===== config.mk =====
export PLATFORM = sky130hd
export DESIGN_NAME = lock_sequencer_flat
export DESIGN_NICKNAME = d
export VERILOG_FILES = /design/src/rtl/lock_sequencer_if.sv /design/src/rtl/lock_sequencer.sv /design/src/flat_wrapper.sv
export SDC_FILE = /design/constraint.sdc
export NUM_CORES = 1
export LEC_CHECK = 0
export BUFFER_PORTS_ARGS = -buffer_cell sky130_fd_sc_hd__buf_2
export CAP_MARGIN = 20
export CORE_ASPECT_RATIO = 0.7
export CORE_MARGIN = 1
export CORE_UTILIZATION = 39
export CTS_BUF_LIST = sky130_fd_sc_hd__clkbuf_4 sky130_fd_sc_hd__clkbuf_8 sky130_fd_sc_hd__clkbuf_16
export CTS_CLUSTER_SIZE = 28
export DETAILED_ROUTE_END_ITERATION = 10
export PLACE_DENSITY = 0.52
export SYNTH_ARGS = -nofsm -noshare
export SYNTH_HDL_FRONTEND = slang
export SYNTH_SLANG_ARGS = --single-unit
export TNS_END_PERCENT = 10

===== constraint.sdc =====
create_clock -name clk -period 3.05 [get_ports clk]
set_clock_uncertainty 0.2 [all_clocks]
set_input_delay 0.61 -clock clk [delete_from_list [all_inputs] [get_ports clk]]
set_output_delay 0.61 -clock clk [all_outputs]
set_load 0.03 [all_outputs]

===== src/rtl/lock_sequencer_if.sv =====
// rtl/lock_sequencer_if.sv - pad inputs and status LED bundle between the lock pads and lock_sequencer
interface lock_sequencer_if;
    logic [3:0] in_digit;
    logic       enter_btn;
    logic       prog_en;
    logic       locked_led;
    logic       unlocked_led;
    logic       error_led;
    logic       lockout_led;
    logic [2:0] state_leds;
    logic [3:0] digit_count;
    logic [3:0] fail_count;

    modport master (
        output in_digit, enter_btn, prog_en,
        input  locked_led, unlocked_led, error_led, lockout_led,
               state_leds, digit_count, fail_count
    );

    modport slave (
        input  in_digit, enter_btn, prog_en,
        output locked_led, unlocked_led, error_led, lockout_led,
               state_leds, digit_count, fail_count
    );
endinterface


===== src/rtl/lock_sequencer.sv =====
// rtl/lock_sequencer.sv - combination-lock controller: enter sync, code entry/compare, timers, LEDs
module lock_sequencer #(
    parameter int                      NUM_DIGITS     = 4,
    parameter logic [4*NUM_DIGITS-1:0] DEFAULT_CODE   = 16'h1234,
    parameter int                      MAX_FAILS      = 3,
    parameter int                      ERROR_CYCLES   = 8,
    parameter int                      LOCKOUT_CYCLES = 1000,
    parameter int                      UNLOCK_CYCLES  = 500,
    parameter int                      ENTRY_TIMEOUT  = 1000
) (
    input  logic              clk,
    input  logic              reset,
    lock_sequencer_if.slave   bus
);
    localparam int CW    = 4 * NUM_DIGITS;
    localparam int TM_A  = (ERROR_CYCLES > LOCKOUT_CYCLES) ? ERROR_CYCLES : LOCKOUT_CYCLES;
    localparam int TM_B  = (UNLOCK_CYCLES > ENTRY_TIMEOUT) ? UNLOCK_CYCLES : ENTRY_TIMEOUT;
    localparam int TMAX  = (TM_A > TM_B) ? TM_A : TM_B;
    localparam int TW    = $clog2(TMAX + 1);

    typedef enum logic [2:0] {
        LOCKED   = 3'b000,
        ENTRY    = 3'b001,
        CHECK    = 3'b010,
        UNLOCKED = 3'b011,
        ERROR    = 3'b100,
        LOCKOUT  = 3'b101,
        PROGRAM  = 3'b110
    } state_t;

    // Timer loads hold N-1 so a state loaded with N spans exactly N cycles.
    localparam logic [TW-1:0] T_ENTRY   = TW'(ENTRY_TIMEOUT - 1);
    localparam logic [TW-1:0] T_ERROR   = TW'(ERROR_CYCLES - 1);
    localparam logic [TW-1:0] T_LOCKOUT = TW'(LOCKOUT_CYCLES - 1);
    localparam logic [TW-1:0] T_UNLOCK  = TW'(UNLOCK_CYCLES - 1);

    state_t          state, state_n;
    logic [TW-1:0]   timer, timer_n;
    logic [3:0]      digit_count, count_n;
    logic [3:0]      fail_count, fails_n;
    logic [CW-1:0]   buffer, buffer_n;
    logic [CW-1:0]   code, code_n;

    logic            enter_s1, enter_s2, enter_s3;
    logic [3:0]      digit_s1, digit_s2;
    logic            press;
    logic            expired;
    logic [CW-1:0]   shifted;
    logic [3:0]      count_inc;
    logic [3:0]      fails_inc;
    logic            last_digit;

    assign press      = enter_s2 & ~enter_s3;
    assign expired    = (timer == '0);
    assign shifted    = CW'({buffer, digit_s2});
    assign count_inc  = digit_count + 4'd1;
    assign fails_inc  = fail_count + 4'd1;
    assign last_digit = (count_inc == 4'(NUM_DIGITS));

    always_ff @(posedge clk) begin
        if (reset) begin
            state       <= LOCKED;
            timer       <= '0;
            digit_count <= '0;
            fail_count  <= '0;
            buffer      <= '0;
            code        <= DEFAULT_CODE;
            enter_s1    <= 1'b0;
            enter_s2    <= 1'b0;
            enter_s3    <= 1'b0;
            digit_s1    <= '0;
            digit_s2    <= '0;
        end else begin
            state       <= state_n;
            timer       <= timer_n;
            digit_count <= count_n;
            fail_count  <= fails_n;
            buffer      <= buffer_n;
            code        <= code_n;
            enter_s1    <= bus.enter_btn;
            enter_s2    <= enter_s1;
            enter_s3    <= enter_s2;
            digit_s1    <= bus.in_digit;
            digit_s2    <= digit_s1;
        end
    end

    always_comb begin
        state_n  = state;
        timer_n  = expired ? timer : timer - TW'(1);
        count_n  = digit_count;
        fails_n  = fail_count;
        buffer_n = buffer;
        code_n   = code;
        case (state)
            LOCKED, ENTRY, PROGRAM: begin
                // LOCKED enters with digit_count=0, so it shares the digit-accept path.
                if (press) begin
                    buffer_n = shifted;
                    count_n  = count_inc;
                    timer_n  = T_ENTRY;
                    if (!last_digit) begin
                        state_n = (state == PROGRAM) ? PROGRAM : ENTRY;
                    end else if (state == PROGRAM) begin
                        code_n   = shifted;
                        state_n  = LOCKED;
                        count_n  = '0;
                        buffer_n = '0;
                    end else begin
                        state_n = CHECK;
                    end
                end else if (state != LOCKED && expired) begin
                    state_n  = LOCKED;
                    count_n  = '0;
                    buffer_n = '0;
                end
            end
            CHECK: begin
                count_n = '0;
                if (buffer == code) begin
                    state_n = UNLOCKED;
                    fails_n = '0;
                    timer_n = T_UNLOCK;
                end else begin
                    fails_n = fails_inc;
                    if (fails_inc == 4'(MAX_FAILS)) begin
                        state_n = LOCKOUT;
                        timer_n = T_LOCKOUT;
                    end else begin
                        state_n = ERROR;
                        timer_n = T_ERROR;
                    end
                end
            end
            UNLOCKED: begin
                if (press) begin
                    if (bus.prog_en) begin
                        state_n  = PROGRAM;
                        count_n  = '0;
                        buffer_n = '0;
                        timer_n  = T_ENTRY;
                    end else begin
                        state_n = LOCKED;
                    end
                end else if (expired) begin
                    state_n = LOCKED;
                end
            end
            ERROR: begin
                if (expired) state_n = LOCKED;
            end
            LOCKOUT: begin
                if (expired) begin
                    state_n = LOCKED;
                    fails_n = '0;
                end
            end
            default: state_n = LOCKED;
        endcase
    end

    assign bus.state_leds   = state;
    assign bus.unlocked_led = (state == UNLOCKED);
    assign bus.locked_led   = (state == LOCKED) || (state == ENTRY) || (state == CHECK) ||
                              (state == ERROR)  || (state == LOCKOUT) || (state == PROGRAM);
    assign bus.error_led    = (state == ERROR) || (state == LOCKOUT);
    assign bus.lockout_led  = (state == LOCKOUT);
    assign bus.digit_count  = digit_count;
    assign bus.fail_count   = fail_count;
endmodule

===== src/flat_wrapper.sv =====
// flat-port wrapper written by rule: the top's interface ports become plain ports
module lock_sequencer_flat 
#(
    parameter int                      NUM_DIGITS     = 4,
    parameter logic [4*NUM_DIGITS-1:0] DEFAULT_CODE   = 16'h1234,
    parameter int                      MAX_FAILS      = 3,
    parameter int                      ERROR_CYCLES   = 8,
    parameter int                      LOCKOUT_CYCLES = 1000,
    parameter int                      UNLOCK_CYCLES  = 500,
    parameter int                      ENTRY_TIMEOUT  = 1000
)
  (clk, reset, bus_in_digit, bus_enter_btn, bus_prog_en, bus_locked_led, bus_unlocked_led, bus_error_led, bus_lockout_led, bus_state_leds, bus_digit_count, bus_fail_count);
  lock_sequencer_if bus_i ();
  input  logic clk;
  input  logic reset;
  input wire logic [$bits(bus_i.in_digit)-1:0] bus_in_digit;
  input wire logic [$bits(bus_i.enter_btn)-1:0] bus_enter_btn;
  input wire logic [$bits(bus_i.prog_en)-1:0] bus_prog_en;
  output wire logic [$bits(bus_i.locked_led)-1:0] bus_locked_led;
  output wire logic [$bits(bus_i.unlocked_led)-1:0] bus_unlocked_led;
  output wire logic [$bits(bus_i.error_led)-1:0] bus_error_led;
  output wire logic [$bits(bus_i.lockout_led)-1:0] bus_lockout_led;
  output wire logic [$bits(bus_i.state_leds)-1:0] bus_state_leds;
  output wire logic [$bits(bus_i.digit_count)-1:0] bus_digit_count;
  output wire logic [$bits(bus_i.fail_count)-1:0] bus_fail_count;
  assign bus_i.in_digit = bus_in_digit;
  assign bus_i.enter_btn = bus_enter_btn;
  assign bus_i.prog_en = bus_prog_en;
  assign bus_locked_led = bus_i.locked_led;
  assign bus_unlocked_led = bus_i.unlocked_led;
  assign bus_error_led = bus_i.error_led;
  assign bus_lockout_led = bus_i.lockout_led;
  assign bus_state_leds = bus_i.state_leds;
  assign bus_digit_count = bus_i.digit_count;
  assign bus_fail_count = bus_i.fail_count;
  lock_sequencer #(.NUM_DIGITS(NUM_DIGITS), .DEFAULT_CODE(DEFAULT_CODE), .MAX_FAILS(MAX_FAILS), .ERROR_CYCLES(ERROR_CYCLES), .LOCKOUT_CYCLES(LOCKOUT_CYCLES), .UNLOCK_CYCLES(UNLOCK_CYCLES), .ENTRY_TIMEOUT(ENTRY_TIMEOUT)) u_core (.clk(clk), .reset(reset), .bus(bus_i));
endmodule

Yosys cells after proc, flatten, opt, wreduce, memory -nomap -nowiden
Index checks and enable logic that the tools add are counted.
Cells by class
  $add $sub $neg: 3
  eq/ne operators: 13
  mux-type cells: 35
  bitwise operators: 2
  reductions and logical operators: 19
Operators with widths (count)
  2-to-1 mux 16 bit: 6
  2-to-1 mux 10 bit: 6
  2-to-1 mux 4 bit: 8
  one-hot mux 16 bit (2 select lines): 1
  one-hot mux 10 bit (3 select lines): 1
  2-to-1 mux 3 bit: 8
  equality test 16 bit: 1
  one-hot mux 3 bit (4 select lines): 1
  one-hot mux 4 bit (3 select lines): 1
  AND reduction 4 bit: 3
  zero test 10 bit: 1
  subtractor 10 x 1 -> 10 bit, second input constant: 1
  equality test 3 bit, second input constant: 3
  adder 4 x 1 -> 4 bit, second input constant: 2
  one-hot mux 4 bit (2 select lines): 1
  equality test 3 x 2 -> 1 bit, second input constant: 2
  logical OR 1 bit: 6
  nonzero test 3 bit: 2
  equality test 4 x 2 -> 1 bit, second input constant: 1
  equality test 4 x 3 -> 1 bit, second input constant: 1
  inequality test 2 x 1 -> 1 bit, second input constant: 2
  nonzero test 2 bit: 2
  equality test 3 x 1 -> 1 bit, second input constant: 1
  zero test 3 bit: 1
  other kinds (10): 10
Word-level totals
  register bits after elaboration: 64
  input port bits: 8
  output and inout port bits: 15

Logic depth before layout (Yosys ltp)
Gate-level depths: netlist of run 1.
  depth after elaboration: 6
  mapped depth: 11
  gate-level depth less buffers: 11

Worst setup path after synthesis of run 1
Ideal clock, no wire load.
  path type: reg2reg
  from: register u_core.digit_count[0] (netlist: u_core.bus.digit_count[0])
  to: register u_core.state[1] (netlist: u_core.bus.state_leds[1])
  data arrival time: 2.278 ns
  setup slack: 0.440 ns
  cell stages (with the launch flop): 12
  buffers on the path: 0
  period minus slack after synthesis: 2.610 ns
  cell sequence: dfxtp_1 ha_1 and2b_2 a21o_4 mux2_2 nand2_1 ha_1 nand2b_1 a21oi_1 a21oi_1 o22a_1 a21oi_1
On the way
  cells in the longest elaborated chain, start to end: 5
Ends and longest elaborated chain
  from (decl): RTL line lock_sequencer.sv:39  | logic [3:0] digit_count, count_n;
  from (signal assigned): RTL line lock_sequencer.sv:76  | digit_count <= count_n;
  adder 4 x 1 -> 4 bit: RTL line lock_sequencer.sv:56  | assign count_inc = digit_count + 4'd1;
  equality test 4 x 3 -> 1 bit: RTL line lock_sequencer.sv:58  | assign last_digit = (count_inc == 4'(NUM_DIGITS));
  2-to-1 mux 3 bit: RTL line lock_sequencer.sv:102  | if (!last_digit) begin
  2-to-1 mux 3 bit: RTL line lock_sequencer.sv:98  | if (press) begin
  one-hot mux 3 bit (4 select lines): RTL line lock_sequencer.sv:95  | case (state)
  to (signal assigned): RTL line lock_sequencer.sv:74  | state <= state_n;
  to (decl): RTL line lock_sequencer.sv:37  | state_t state, state_n;
Every way passes these cells.
A chain may end at the register's enable or synchronous reset.

Final worst setup path of run 1
  from: register u_core.state[1] (netlist: u_core.bus.state_leds[1])
  to: output bus_unlocked_led
On the way
  cells in the longest elaborated chain, start to end: 1
Ends and longest elaborated chain
  equality test 3 x 2 -> 1 bit: RTL line lock_sequencer.sv:163  | assign bus.unlocked_led = (state == UNLOCKED);
  to (decl): RTL line flat_wrapper.sv:20  | output wire logic [$bits(bus_i.unlocked_led)-1:0] bus_unlocked_led;
Every way passes these cells.

==> key figures, run 1 <==
Drt
  – Routed via count: around 2,900
  – Detailed Route WL: around 8.5 mm
  – Routed vias/inst: approximately 5.4
  – Starting DRT DRC Count: around 250
  – TritonRoute pass-1 iters: 4
  – Wire per inst: 16.0 µm
  – ANT nets after route: 0
  – Post-route DRC violation count: 0

Layout
  – Final nets: 419
  – Filler Cell Count: 830
  – Fraction of layout cells with a size suffix above 1: 0.166
  – Antenna fix cells: 0
  – Final Util: 0.465
  – Area delta synth->final: 14.7%

STA
  – Worst-Margin Slew: between 700 and 800 ps
  – Worst setup margin: between 400 and 500 ps
  – Fin. Hold Viols: 0
  – Fmax: 388 MHz
  – Final critical-path share of the clock period: 0.846
  – Post-Route Setup TNS: 0 ps
  – Slew HR: 0.500
  – Unrepaired setup endpoints after global routing: no
  – Number of endpoints failing setup at the final stage: 0
  – Fin crit period: roughly 2600 ps
  – Max Slew Vio Count: 0

Placed design
  – Hpwl dp: approximately 5.7 mm
  – # port buffers: 22
  – GPL Wtd Cong: between 0.7 and 0.8
  – Setup WS pre-CTS: ~560 ps

Clock tree
  – TritonCTS Buffers: 9
  – # clock sinks: 64
  – Root Driver: clkbuf_16
  – CTS tree: built
  – CTS Buffer Depth: 2
  – H-tree levels: 3
  – Worst-Skew Late Latency: roughly 340 ps
  – Post-CTS setup buffer count: 0
  – CTS resizes: 0
  – CTS Hold Bufs: 0
  – Worst-path clk slew: approximately 50 ps

Synthesis
  – Number of enable flip-flop cells after synthesis: 0
  – Area leader, netlist: dfxtp_1
  – Yosys top cell area share: 0.371
  – Distinct cells, synth: 67
  – Syn Nets: ~400
  – Register area share after synthesis: 0.371
  – Mapped Cells: roughly 390
  – Seq cells post-synth: 64
  – Mapped Area: ~0.0035 mm²
  – Post-synth ARST share: 0
  – Mean Syn Cell Area: roughly 8.9 µm²
  – Ys Warns: 0
  – Top_reg_cell synth: dfxtp_1
  – Synth top area cells: dfxtp_1 (37%), nand3_1 (4.9%), xor2_1 (4.8%)

Floorplanning
  – Core Rows: 28
  – Initial core utilization: 0.405
  – Die height: between 80 and 90 µm
  – Die Area: around 0.0092 mm²
  – Die Wd: ~110 µm
  – Core footprint: approximately 0.0085 mm²
  – IO Pins: 23

Global route
  – Vias in the first global route: between 2,000 and 3,000
  – First-pass GRT wire length: approximately 14 mm
  – Met2 Usage GRT: 0.262
  – Grt ovf: 0
  – Met3 Usage GRT: 0.0740
  – GRT met1 Usage: 0.300
  – Layer with the highest usage: met1
  – Total GRT Usage: 0.203
  – Initial antenna violation count: 0
  – Largest net degree at the start of global routing: between 50 and 60

Min path
  – Worst Hold Depth: 1
  – Hold WC Path Type: register to register

Outcome
  – Status: complete, no violations

Critical path
  – CP Launch Type: register
  – CP Cell Sequence: buf_4, nor2b_1, nand2_1, inv_1, buf_2
  – Arrival time worst endpoint: around 1800 ps
  – CP Data Required Time: about 2200 ps
  – R2R depth: 11
  – WS Path Type: register to primary output
  – Worst-path fanout max: 15
  – Setup crit end kind: primary output
  – Slowest library cell on the worst path: dfxtp_1
  – Largest stage delay on the critical path: approximately 450 ps

Power and ir drop
  – Flop pwr share: 0.387
  – Static Leak: between 0.0015 and 0.002 µW
  – Clock power frac: 0.396
  – P_sw: ~770 µW
  – Pwr per Cell Area: 649 mW/mm²
  – VDD IR-drop max: approximately 0.32 mV
  – Switching share of power: 0.300
  – Comb power frac: 0.218
  – Pint: roughly 1800 µW

Job
  – Max-cap violation count: 0
[cells in the final DEF (no fill, tap or decap), types with 3 or more instances in the layout]
cell type	instances
a211o_1	5
a21oi_1	31
a31oi_1	4
and3_1	8
buf_2	22
buf_4	9
clkbuf_16	9
clkinv_2	3
dfxtp_1	64
ha_1	7
inv_1	7
mux2i_1	16
nand2_1	20
nand2b_1	22
nand3_1	34
nand4_1	4
nor2_1	9
nor2b_1	14
nor3_1	3
nor4_1	6
nor4b_1	5
o21ai_0	23
or2b_1	4
xnor2_1	5
xor2_1	19
[cell usage after synthesis, types with 7 or more instances]
cell      count
nand3_1      34
dfxtp_1      64
o21ai_0      23
nor2_1        9
xor2_1       19
nand2_1      20
inv_1         7
ha_1          7
mux2i_1      16
nand2b_1     22
a21oi_1      31
nor2b_1      15
clkbuf_1     14
and3_1        8
[registers in the layout, indices dropped and copies added (netlist names), 3 cells and up]
signal                  cells
u_core.digit_s2             4
u_core.bus.fail_count       4
u_core.digit_s1             4
u_core.bus.digit_count      4
u_core.code                16
u_core.buffer              16
u_core.timer               10
u_core.bus.state_leds       3
[stage by stage]
step | power [µW] | cell area [µm²] | instances | hold slack [ps]
6_report | 2570 | 3960 | 529 | 234
5_1_grt | 2720 | 3960 | 529 | 262
4_1_cts | 2590 | 3960 | 529 | 234
3_5_place_dp | 1560 | 3670 | 513 | 221
3_3_place_gp | 1560 | 3670 | 513 | 220
2_1_floorplan | 1460 | 3450 | 386 | 214
[cell type report]
type,instances,area (µm²),share of cell area
Clock buffer,10,233,0.0588
Multi-Input combinational cell,289,2010,0.507
Clock inverter,6,60.1,0.0152
Inverter,8,30.0,0.00758
Sequential cell,64,1280,0.324
Tap cell,120,150,0.0379
Timing Repair Buffer,32,198,0.0499
[logic make-up after synthesis]
logic type,share of synthesized area
mux,0.0497
simple gates,0.267
compound gates,0.178
flops,0.371
fa+ha+maj,0.0254
xor+xnor,0.0609
buf+inv,0.0478
[metal layers]
layer	share of wire	vias to the layer above
met5	0	-
met4	0.014	0
met3	0.066	10
met2	0.39	65
met1	0.53	1355
li1	-	1432
[power by group through the flow]
stage | sequential (µW) | clock (µW) | combinational [µW]
after global placement | 1010 | 0 | 548
after global routing | 1010 | 1080 | 637
after CTS | 992 | 1040 | 556
after detailed placement | 1010 | 0 | 550
final | 995 | 1020 | 560
after floorplan | 986 | 0 | 473
[final timing paths]
check	start	slack, ps	end
hold / removal	u_core.digit_s1[2]	230	u_core.digit_s2[2]
setup / recovery	u_core.bus.state_leds[1]	470	bus_unlocked_led
hold reg to reg	u_core.digit_s1[2]	230	u_core.digit_s2[2]
setup reg to reg	u_core.bus.digit_count[0]	530	u_core.bus.state_leds[1]
[critical path, delay by kind of cell (launching register included)]
kind	cells	cell delay, ps
buf+inv	3	510
flops	1	450
simple gates	2	480
(Power assumes the default switching activity.)
==> run 2, diff against run 1 <==
Clock period 3.05 ns to 2.45 ns, I/O delays scaled along.
==> key figures, run 2 (same netlist as run 1, synthesis figures left out) <==
Outcome
  – Status: complete, no violations

Floorplanning
  – Die height: a little over 80 µm
  – Core footprint: 0.00851 mm²
  – Core Rows: 28
  – Die Wd: between 100 and 150 µm
  – IO Pins: 23
  – Initial core utilization: 0.405
  – Die Area: 0.00924 mm²

Placed design
  – Setup WS pre-CTS: about 94 ps
  – Hpwl dp: roughly 5.8 mm
  – GPL Wtd Cong: around 0.83
  – # port buffers: 22

STA
  – Post-Route Setup TNS: 0 ps
  – Slew HR: 0.624
  – Worst setup margin: 120 ps
  – Hold WS: approximately 160 ps
  – Final critical-path share of the clock period: 0.951
  – Fmax: around 430 MHz
  – Fin. Hold Viols: 0
  – Max Slew Vio Count: 0
  – Worst-Margin Slew: between 500 and 600 ps
  – Fin crit period: roughly 2300 ps
  – Number of endpoints failing setup at the final stage: 0
  – Unrepaired setup endpoints after global routing: no

Critical path
  – Largest stage delay on the critical path: approximately 360 ps
  – Critical path's top delay family: buffers and inverters
  – Slowest library cell on the worst path: dfxtp_1
  – CP Cell Sequence: buf_4, nor2b_1, nand2_1, inv_1, buf_2
  – CP bufs+invs: 3
  – Worst-path fanout max: 20
  – Setup crit end kind: primary output
  – CP Launch Type: register
  – CP Data Required Time: roughly 1800 ps
  – WS Path Type: register to primary output
  – Arrival time worst endpoint: about 1600 ps

Clock tree
  – CTS resizes: 0
  – TritonCTS Buffers: 9
  – CTS tree: built
  – H-tree levels: 3
  – Worst-path clk slew: roughly 50 ps
  – Worst-Skew Late Latency: about 330 ps
  – CTS Buffer Depth: 2
  – # clock sinks: 64
  – Post-CTS setup buffer count: 0
  – CTS Hold Bufs: 0
  – Root Driver: clkbuf_16

Layout
  – Biggest regs: u_core.buffer (16), u_core.code (16), u_core.timer (10)
  – Area delta synth->final: 19.0%
  – Antenna fix cells: 0
  – Most common cell after layout, fill and taps aside: dfxtp_1
  – Commonest non-fill, non-tap cells in the layout: dfxtp_1 (62), nand3_1 (34), a21oi_1 (31), o21ai_0 (23)
  – Final nets: 430
  – Fraction of layout cells with a size suffix above 1: 0.200

Global route
  – Grt ovf: 0
  – Initial antenna violation count: 0
  – Vias in the first global route: between 2,000 and 3,000
  – Largest net degree at the start of global routing: 30
  – Total GRT Usage: 0.199
  – First-pass GRT wire length: 13.9 mm

Drt
  – Detailed Route WL: between 8 and 9 mm
  – Starting DRT DRC Count: approximately 210
  – Routed vias/inst: 5.34
  – ANT nets after route: 0
  – Wire per inst: approximately 16 µm
  – TritonRoute pass-1 iters: 4
  – Routed via count: around 2,900
  – Post-route DRC violation count: 0

Min path
  – Hold WC Path Type: primary input to register

Power and ir drop
  – VDD IR-drop max: slightly below 0.5 mV
  – Pwr per Cell Area: 816 mW/mm²
  – Static Leak: roughly 0.0017 µW

Job
  – Max-cap violation count: 0
==> run 2: power breakdown <==
part | switching (µW) | internal, µW
clock network | 462 | 927
logic | 385 | 340
registers | 110 | 1130
==> run 2: layout make-up <==
| class | count | area [µm²] |
|---|---|---|
| Inverter | 8 | 30.0 |
| Clock buffer | 11 | 246 |
| Clock inverter | 5 | 80.1 |
| Timing Repair Buffer | 43 | 280 |
| Sequential cell | 64 | 1280 |
| Fill cell | 839 | 4410 |
| Tap cell | 120 | 150 |
| Multi-Input combinational cell | 289 | 2040 |
==> run 2: path summary, 6_finish.rpt <==
kind / start / endpoint / slack [ps] / cells past startpoint
max: u_core.bus.state_leds[1] / bus_unlocked_led / 120 / 5
min reg2reg: u_core.enter_s1 / u_core.enter_s2 / 240 / 1
max reg2reg: u_core.bus.digit_count[0] / u_core.bus.state_leds[1] / 160 / 11
min: bus_in_digit[2] / u_core.digit_s1[2] / 160 / 2
==> run 2: routing by layer <==
layer,track usage,up-vias,part of all wire
met3,0.0521,11,0.038
li1,-,1454,-
met5,0,-,0
met1,0.314,1373,0.57
met2,0.249,48,0.38
met4,0.0662,0,0.012
==> run 2: worst register-to-register path, delay by kind of cell, from the launching register on <==
family	cells	cell delay (ps)
fa+ha+maj	2	350
mux	1	270
flops	1	350
simple gates	3	390
compound gates	5	610
==> run 2: metrics by stage <==
stage / area, µm² / util / total power [µW] / instances
3_3_place_gp: 3750 / 0.441 / 1970 / 524
6_report: 4110 / 0.482 / 3350 / 540
2_1_floorplan: 3450 / - / 1820 / 386
5_1_grt: 4110 / 0.482 / 3520 / 540
3_5_place_dp: 3750 / 0.441 / 1970 / 524
4_1_cts: 4080 / 0.479 / 3380 / 540
